## src/rtl/fetch_pkg.sv

```systemverilog
// Shared types and constants for the instruction fetch unit.
package fetch_pkg;

    // Fetch FSM states
    typedef enum logic [1:0] {
        S_REQ  = 2'd0,
        S_WAIT = 2'd1,
        S_DROP = 2'd2,
        S_HOLD = 2'd3
    } fetch_state_e;

    localparam int unsigned PC_INC = 4;

    // PC select mux encodings
    localparam logic [2:0] INC4   = 3'b000;
    localparam logic [2:0] BRANCH = 3'b001;
    localparam logic [2:0] JALR   = 3'b100;
    localparam logic [2:0] JAL    = 3'b110;

    // True when the PC select encoding replaces the sequential PC
    function automatic logic sel_is_redirect(input logic [2:0] sel);
        return (sel == BRANCH) || (sel == JALR) || (sel == JAL);
    endfunction

endpackage

```

## src/rtl/fetch_out_buf.sv

```systemverilog
// Output buffer towards decode: holds if_valid/if_pc/if_pc_plus4/if_instr.
// Load has priority over the handshake; flush has priority over everything.
module fetch_out_buf
    import fetch_pkg::*;
#(
    parameter int unsigned ADDR_W  = 12,
    parameter int unsigned INSTR_W = 32
) (
    input  logic               clk_i,
    input  logic               rst_ni,
    input  logic               load_i,
    input  logic [ADDR_W-1:0]  load_pc_i,
    input  logic [INSTR_W-1:0] load_instr_i,
    input  logic               flush_i,
    input  logic               if_ready_i,
    output logic               fire_o,
    output logic               if_valid_o,
    output logic [ADDR_W-1:0]  if_pc_o,
    output logic [ADDR_W-1:0]  if_pc_plus4_o,
    output logic [INSTR_W-1:0] if_instr_o
);

    logic               valid_q, valid_d;
    logic [ADDR_W-1:0]  pc_q, pc_d;
    logic [ADDR_W-1:0]  pc4_q, pc4_d;
    logic [INSTR_W-1:0] instr_q, instr_d;

    assign fire_o = valid_q && if_ready_i;

    // Next-state: flush, load, or retire on handshake
    always_comb begin
        valid_d = valid_q;
        pc_d    = pc_q;
        pc4_d   = pc4_q;
        instr_d = instr_q;
        if (flush_i) begin
            valid_d = 1'b0;
        end else if (load_i) begin
            valid_d = 1'b1;
            pc_d    = load_pc_i;
            pc4_d   = load_pc_i + ADDR_W'(PC_INC);
            instr_d = load_instr_i;
        end else if (fire_o) begin
            valid_d = 1'b0;
        end
    end

    // Buffer registers
    always_ff @(posedge clk_i or negedge rst_ni) begin
        if (!rst_ni) begin
            valid_q <= 1'b0;
            pc_q    <= '0;
            pc4_q   <= '0;
            instr_q <= '0;
        end else begin
            valid_q <= valid_d;
            pc_q    <= pc_d;
            pc4_q   <= pc4_d;
            instr_q <= instr_d;
        end
    end

    assign if_valid_o    = valid_q;
    assign if_pc_o       = pc_q;
    assign if_pc_plus4_o = pc4_q;
    assign if_instr_o    = instr_q;

endmodule

```

## src/rtl/instr_fetch_unit.sv

```systemverilog
// Instruction fetch unit: PC register, single-outstanding imem req/gnt/rvalid
// fetch FSM and decode-side valid/ready buffer. Redirects cancel in-flight work.
// Optional performance counters are built when FETCH_PERF_EN is defined.
module instr_fetch_unit
    import fetch_pkg::*;
#(
    parameter int unsigned      ADDR_W   = 12,
    parameter logic [ADDR_W-1:0] RESET_PC = '0,
    parameter int unsigned      INSTR_W  = 32
) (
    input  logic               CLK,
    input  logic               RSTn,
    input  logic               redirect_valid,
    input  logic [ADDR_W-1:0]  redirect_pc,
    output logic               imem_req,
    output logic [ADDR_W-1:0]  imem_addr,
    input  logic               imem_gnt,
    input  logic               imem_rvalid,
    input  logic [INSTR_W-1:0] imem_rdata,
    output logic               if_valid,
    input  logic               if_ready,
    output logic [ADDR_W-1:0]  if_pc,
    output logic [ADDR_W-1:0]  if_pc_plus4,
    output logic [INSTR_W-1:0] if_instr
`ifdef FETCH_PERF_EN
    ,
    output logic [31:0]        perf_fetched,
    output logic [31:0]        perf_killed
`endif
);

    fetch_state_e      state_q, state_d;
    logic [ADDR_W-1:0] pc_q, pc_d;
    logic [ADDR_W-1:0] req_pc_q, req_pc_d;
    logic [ADDR_W-1:0] redir_pc;
    logic              buf_load, buf_flush, if_fire, killed;

    assign redir_pc  = redirect_pc & ~ADDR_W'(3);
    assign imem_req  = (state_q == S_REQ) && !redirect_valid;
    assign imem_addr = pc_q & ~ADDR_W'(3);

    // Next-state for FSM and PC; redirect always beats sequential increment
    always_comb begin
        state_d   = state_q;
        pc_d      = pc_q;
        req_pc_d  = req_pc_q;
        buf_load  = 1'b0;
        buf_flush = 1'b0;
        killed    = 1'b0;
        unique case (state_q)
            S_REQ: begin
                if (redirect_valid) begin
                    pc_d = redir_pc;
                end else if (imem_gnt) begin
                    req_pc_d = pc_q;
                    pc_d     = pc_q + ADDR_W'(PC_INC);
                    state_d  = S_WAIT;
                end
            end
            S_WAIT: begin
                if (redirect_valid) begin
                    pc_d = redir_pc;
                    if (imem_rvalid) begin
                        killed  = 1'b1;
                        state_d = S_REQ;
                    end else begin
                        state_d = S_DROP;
                    end
                end else if (imem_rvalid) begin
                    buf_load = 1'b1;
                    state_d  = S_HOLD;
                end
            end
            S_DROP: begin
                if (redirect_valid) begin
                    pc_d = redir_pc;
                end
                // The stale response still has to be absorbed before a new request
                if (imem_rvalid) begin
                    killed  = 1'b1;
                    state_d = S_REQ;
                end
            end
            S_HOLD: begin
                if (redirect_valid) begin
                    pc_d      = redir_pc;
                    buf_flush = 1'b1;
                    killed    = !if_fire;
                    state_d   = S_REQ;
                end else if (if_fire) begin
                    state_d = S_REQ;
                end
            end
            default: state_d = S_REQ;
        endcase
    end

    // FSM and PC registers
    always_ff @(posedge CLK or negedge RSTn) begin
        if (!RSTn) begin
            state_q  <= S_REQ;
            pc_q     <= RESET_PC;
            req_pc_q <= '0;
        end else begin
            state_q  <= state_d;
            pc_q     <= pc_d;
            req_pc_q <= req_pc_d;
        end
    end

    fetch_out_buf #(
        .ADDR_W  (ADDR_W),
        .INSTR_W (INSTR_W)
    ) u_out_buf (
        .clk_i         (CLK),
        .rst_ni        (RSTn),
        .load_i        (buf_load),
        .load_pc_i     (req_pc_q),
        .load_instr_i  (imem_rdata),
        .flush_i       (buf_flush),
        .if_ready_i    (if_ready),
        .fire_o        (if_fire),
        .if_valid_o    (if_valid),
        .if_pc_o       (if_pc),
        .if_pc_plus4_o (if_pc_plus4),
        .if_instr_o    (if_instr)
    );

`ifdef FETCH_PERF_EN
    logic [31:0] fetched_q, fetched_d;
    logic [31:0] killed_q, killed_d;

    // Saturating event counters
    always_comb begin
        fetched_d = fetched_q;
        killed_d  = killed_q;
        if (if_fire && (fetched_q != 32'hFFFF_FFFF)) begin
            fetched_d = fetched_q + 32'd1;
        end
        if (killed && (killed_q != 32'hFFFF_FFFF)) begin
            killed_d = killed_q + 32'd1;
        end
    end

    // Counter registers
    always_ff @(posedge CLK or negedge RSTn) begin
        if (!RSTn) begin
            fetched_q <= '0;
            killed_q  <= '0;
        end else begin
            fetched_q <= fetched_d;
            killed_q  <= killed_d;
        end
    end

    assign perf_fetched = fetched_q;
    assign perf_killed  = killed_q;
`endif

    // A response is only legal while one is outstanding
    rvalid_legal_a: assert property (@(posedge CLK) disable iff (!RSTn)
        imem_rvalid |-> ((state_q == S_WAIT) || (state_q == S_DROP)));

endmodule

```

## config.mk

```make
export PLATFORM = sky130hd
export DESIGN_NAME = instr_fetch_unit
export DESIGN_NICKNAME = d
export VERILOG_FILES = /design/src/rtl/fetch_pkg.sv /design/src/rtl/fetch_out_buf.sv /design/src/rtl/instr_fetch_unit.sv
export SDC_FILE = /design/constraint.sdc
export NUM_CORES = 1
export LEC_CHECK = 0
export ABC_AREA = 1
export BUFFER_PORTS_ARGS = -buffer_cell sky130_fd_sc_hd__buf_2
export CAP_MARGIN = 20
export CELL_PAD_IN_SITES_DETAIL_PLACEMENT = 1
export CELL_PAD_IN_SITES_GLOBAL_PLACEMENT = 1
export CORE_ASPECT_RATIO = 0.7
export CORE_MARGIN = 2
export CORE_UTILIZATION = 30
export CTS_CLUSTER_SIZE = 25
export DETAILED_ROUTE_END_ITERATION = 16
export GPL_TIMING_DRIVEN = 1
export PLACE_DENSITY_LB_ADDON = 0.12
export RECOVER_POWER = 100
export SLEW_MARGIN = 20
export SYNTH_ARGS = -nofsm -noshare
export SYNTH_HDL_FRONTEND = slang
export SYNTH_SLANG_ARGS = --single-unit
```

## constraint.sdc

```tcl
create_clock -name CLK -period 1.4 [get_ports CLK]
set_input_delay 0.21 -clock CLK [delete_from_list [all_inputs] [get_ports CLK]]
set_output_delay 0.21 -clock CLK [all_outputs]
set_load 0.05 [all_outputs]
```

==> results of run 1 <==
where the power goes:
part           switching [µW]  internal (µW)  leakage (µW)
clock                     882           1880      0.000179
sequential                767           3180      0.000912
combinational            4950           1800       0.00153
total                    6590           6860       0.00262
routing by layer:
metal,global-route usage,up-vias,wire length (µm)
li1,-,1577,-
met3,0.0445,7,535
met5,0,-,0
met2,0.258,78,4550
met4,0.0426,0,90
met1,0.225,1551,4790
cells in the mapped netlist (2+ instances only):
library cell  instances  area (µm²)
nor2_2                3        18.8
nor2_1               29         109
o21ai_0              27         135
nand4_1               7        43.8
o21a_1                2        15.0
buf_4                 7        52.6
ha_1                  2        25.0
nor3_1                4        20.0
inv_1                22        82.6
nand3_1              27         135
a21oi_1               3        15.0
buf_2                 8        40.0
dfrtp_1              75        1880
nand2_1             179         672
clkbuf_1              5        18.8
inv_2                 5        18.8
stage by stage:
stage	total power [µW]	worst slack, ns	instance area [µm²]	hold WS, ns
after floorplan	8430	0.0158	3390	-0.0856
after global placement	10100	-0.0389	4210	0.270
after detailed placement	10200	-0.0618	4210	0.269
after CTS	13200	-0.0377	4660	0.0624
after global routing	14300	-0.0860	4860	0.0623
final	13500	-0.0245	4860	0.0751
flip-flops by register name (all words and copies together) (netlist names):
signal,count
u_out_buf.if_instr_o,32
pc_q,10
req_pc_q,10
u_out_buf.if_pc_o,10
u_out_buf.if_pc_plus4_o,10
state_q,2
u_out_buf.if_valid_o,1
worst max-delay path: cells and delay by family, from the launching register on:
kind / cells / cell delay [ns]
buffers and inverters: 2 / 0.23
flip-flops: 1 / 0.41
AND/OR/NAND/NOR: 2 / 0.24
worst paths after layout:
check                      slack (ns)                    endpoint  depth (start not counted)
min reg2reg                      0.48  u_out_buf.if_pc_plus4_o[3]                          2
min                              0.08    u_out_buf.if_instr_o[31]                          3
max reg2reg                     -0.02    u_out_buf.if_instr_o[15]                          8
max                             -0.02                    imem_req                          4
min in group asynchronous        0.56                     pc_q[9]                          3
max in group asynchronous        0.31                     pc_q[4]                          3
cell families after synthesis:
kind of cell	after synthesis
xor gates and xnor gates	1
adders and majority gates	2
other	1
AOI/OAI and AO/OA	36
and+or+nand+nor	253
buffers and inverters	48
DFF	75
final cells by class:
class | instances | area, µm²
fillers | 1371 | 6110
flip-flops and latches | 75 | 1890
well taps | 153 | 191
clock inverters | 4 | 95.1
repair buffers | 143 | 922
multi-input cells | 298 | 1400
inverters | 27 | 109
clock buffers | 12 | 267
what timing repair did:
item,in CTS,in global routing
setup buffers,6,5
pin swaps,1,7
resized for setup,12,42
hold buffers,1,0
gates cloned,0,2
endpoints found under the setup margin,32,60
endpoints found under the hold margin,75,0
==> run metrics, run 1 <==
status finished with violations; failing checks setup timing; setup_tns -0.0714 ns; Num Clock Sinks 75; starting density of the core 0.307; Die Span Y 92.6 µm; critical path endpoint category primary output; Mapped Avg Cell Area 8.09 µm²; register bit total from synthesis 75; measured slew at the worst slew-check pin 0.712 ns; DRT Pass-1 Iters 4; Synth Area in XOR/XNOR 0.00260; Cell Count, Final, Fillers Out 712; Worst EP arrival 1.21 ns; post-synthesis mux area share 0; I/O Pins 120; # H-tree levels 3; Tmin final 1.42 ns; post-synthesis sequential area ratio 0.558; largest family of logic cells by synthesized area simple AND/OR/NAND/NOR gates; asr flop ratio synth 1.00; IO Port Bufs 111; CP startpoint state_q[1]; commonest non-fill, non-tap cell in the layout nand2_1; r2r startpoint state_q[0]; CTS Buf Count 9; FP Rows 32; Longest Clk Path Bufs 2; Rel. slew slack 0.525; DIE WIDTH 131 µm; Post-synth EDFFs 0; CTS clk-pin slew, worst paths 0.06 ns; HP Start imem_rdata[31]; Synth Flop Type dfrtp_1; Syn. warnings 0; grt ovf 0; Leak Pwr 0.00262 µW; vias per cell 4.51; Slew Viols, Final 0; GP Congestion 0.756; WL final 9960 µm; VDD IR max 0.00110 V; Core Area 11,000 µm²; Wirelength per Cell 14.0 µm; Routed Antenna Nets 0; WP data required 1.19 ns; RSZ-0062 raised after global routing true; Mapped Area 3370 µm²; most frequent cells in the layout nand2_1, dfrtp_1, clkbuf_2, buf_2, nor2_1; Total GRT Usage 0.164; Compound-Gate Fraction of Synth Area 0.0576; Fin Clk Skew 0.00424 ns; area share of fa/ha/maj cells after synthesis 0.00743; Slowest cell on crit path dfrtp_1; largest net degree at the start of global routing 76; Final Setup Violations 6; antenna violations before repair 0; Net count, final 606; Post-Synth Simple-Gate Area 0.309; dpl cells 683; Tcrit/Tclk final 1.02; # Max-Cap Violations 0; first-pass GRT wire length 15,400 µm; placed wire-length estimate 7040 µm; # diodes 0; Final Util 0.443; Area Growth Syn to Fin 44.5%; worst-path maximum fanout 3; Synth Instances 416; Highest Clock Rate 0.702 GHz; Setup Crit Path Kind flip-flop to primary output; final hold vios 0; max incr delay on CP 0.41 ns; layout cell share with drive strength beyond 1 0.352; CTS tree built; Initial DRC Count 104; drt drc 0; die area 12,100 µm²; clock latency on the worst-skew pair 0.33 ns; power per cell area 2770 nW/µm²; Final WS setup -0.0245 ns; Via Count 3,213; Yosys cell types 27; startpoint types flip-flop; worst hold path class input pin to flip-flop; clock root cell clkbuf_16; crit path cell chain nor2_4 > nand2_2 > inv_4 > buf_8; vias in the first global route 3,153
Note: power is estimated with default switching activity, not from simulation.
==> inputs of run 2 (changes only) <==
- REMOVE_ABC_BUFFERS: not set -> 1
==> run 2 against run 1 <==
The flow still finishes with violations (setup timing). Via count rose by 2.6%. Non-clock buffer count rose by 20. Clock power fell by 17%. First-iteration DRC count fell by 4.8%. Worst setup slack got worse by 0.065 ns. Maximum frequency fell by 4.3%. Final area rose by 2.8%. Clock-buffer cell count fell by 3. Sequential power fell by 1%. Largest cell class unchanged. Largest power group unchanged.
==> run metrics, run 2 (synthesis results as in run 1) <==
status finished with violations; failing checks setup timing; largest net degree at the start of global routing 32; Initial DRC Count 99; DRT Pass-1 Iters 4; final total power 13,200 µW; RSZ-0062 raised after global routing true; reg2reg path depth 9; IO Port Bufs 111; area of placed instances 4280 µm²; Worst EP arrival 1.71 ns; GP Congestion 0.808; Total GRT Usage 0.173; vias per cell 4.50; # H-tree levels 3; Wirelength per Cell 14.6 µm; Worst Setup EP u_out_buf.if_pc_o[2]; Final WS setup -0.0892 ns; Num Clock Sinks 75; Tcrit/Tclk final 1.06; Via Count 3,295; CTS clk-pin slew, worst paths 0.06 ns; Tmin final 1.49 ns; worst hold path class input pin to flip-flop; layout cell share with drive strength beyond 1 0.354; startpoint types flip-flop; Highest Clock Rate 0.671 GHz; Setup Crit Path Kind flip-flop to flip-flop; Net count, final 626; Longest Clk Path Bufs 2; Final Setup Violations 31; minimum setup slack after placement 0.000349 ns; placed wire-length estimate 7350 µm; commonest non-fill, non-tap cell in the layout nand2_1; power per cell area 2630 nW/µm²; R2R Path End u_out_buf.if_pc_o[2]; clock latency on the worst-skew pair 0.33 ns; design area 5000 µm²; Largest register FFs 32; CP startpoint state_q[0]; antenna violations before repair 0; grt ovf 0; CTS tree built; WL final 10,700 µm; clock root cell clkbuf_16; die area 12,100 µm²; VDD IR max 0.00100 V; Area Growth Syn to Fin 48.6%; Final Util 0.456; Core Area 11,000 µm²; Fin Clk Skew 0.00367 ns; worst-path maximum fanout 6; drt drc 0; final hold vios 0; Slew Viols, Final 0; Die Span Y 92.6 µm; CTS Buf Count 9; Leak Pwr 0.00270 µW; fillcell total 1,379; DIE WIDTH 131 µm; starting density of the core 0.307; # diodes 0; setup_tns -1.28 ns; worst reg-to-reg setup slack -0.09 ns; most frequent cells in the layout nand2_1, dfrtp_1, clkbuf_2, buf_2; # Max-Cap Violations 0; HP Start imem_rdata[25]; Routed Antenna Nets 0; r2r startpoint state_q[0]; critical path endpoint category flip-flop; FP Rows 32; WP data required 1.62 ns; vias in the first global route 3,256; I/O Pins 120; first-pass GRT wire length 16,200 µm
run 2: stage by stage:
| step | hold slack (ns) | cells |
|---|---|---|
| 2_1_floorplan | -0.0856 | 400 |
| 3_3_place_gp | 0.112 | 692 |
| 3_5_place_dp | 0.120 | 692 |
| 4_1_cts | 0.0572 | 713 |
| 5_1_grt | 0.0674 | 732 |
| 6_report | 0.0693 | 732 |
run 2: worst max-delay path: stages, from the launching register on:
cell and delay, ns:
dfrtp_1 0.40, buf_4 0.15, inv_4 0.06, nor2_4 0.05, nand3_4 0.11, buf_12 0.12, clkinv_8 0.07, buf_12 0.13
clkbuf_16 0.14, o21a_1 0.16
run 2: metal layers:
| layer | track usage | part of all wire | vias to the layer above |
|---|---|---|---|
| li1 | - | - | 1615 |
| met1 | 0.234 | 0.49 | 1605 |
| met2 | 0.272 | 0.46 | 63 |
| met3 | 0.0485 | 0.041 | 12 |
| met4 | 0.0470 | 0.011 | 0 |
| met5 | 0 | 0 | - |
run 2: worst min path at each step:
| stage | end | slack, ns | cells after the start |
|---|---|---|---|
| 6_report | u_out_buf.if_instr_o[25] | 0.07 | 3 |
| 4_1_cts | u_out_buf.if_instr_o[18] | 0.06 | 3 |
| 3_3_place_gp | pc_q[11] | 0.11 | 1 |
| 3_5_place_dp | u_out_buf.if_pc_o[11] | 0.12 | 1 |
| 5_1_grt | u_out_buf.if_instr_o[3] | 0.07 | 3 |
| 2_1_floorplan | pc_q[10] | -0.09 | 0 |
run 2: final cells by class:
cell class,count,area (µm²),area share
clock buffer,9,225,0.0450
clock inverter,7,68.8,0.0138
inverter,27,116,0.0233
multi-input combinational,298,1350,0.270
sequential,75,1880,0.375
tap,153,191,0.0383
timing repair buffer,163,1170,0.234
run 2: what timing repair did:
item | CTS | global route
setup endpoints to repair | 3 | 60
buffers inserted | 4 | 13
hold buffers | 1 | 0
resized for setup | 7 | 36
gates cloned | 0 | 6
hold endpoints to repair | 14 | 0
pin swaps | 1 | 6
run 2: where the power goes:
group | leakage, µW | switching, µW | total (µW) | internal, µW
Clock | 0.000141 | 923 | 2300 | 1370
Sequential | 0.000918 | 732 | 3900 | 3170
Combinational | 0.00164 | 5000 | 6960 | 1960
Total | 0.00270 | 6650 | 13200 | 6500
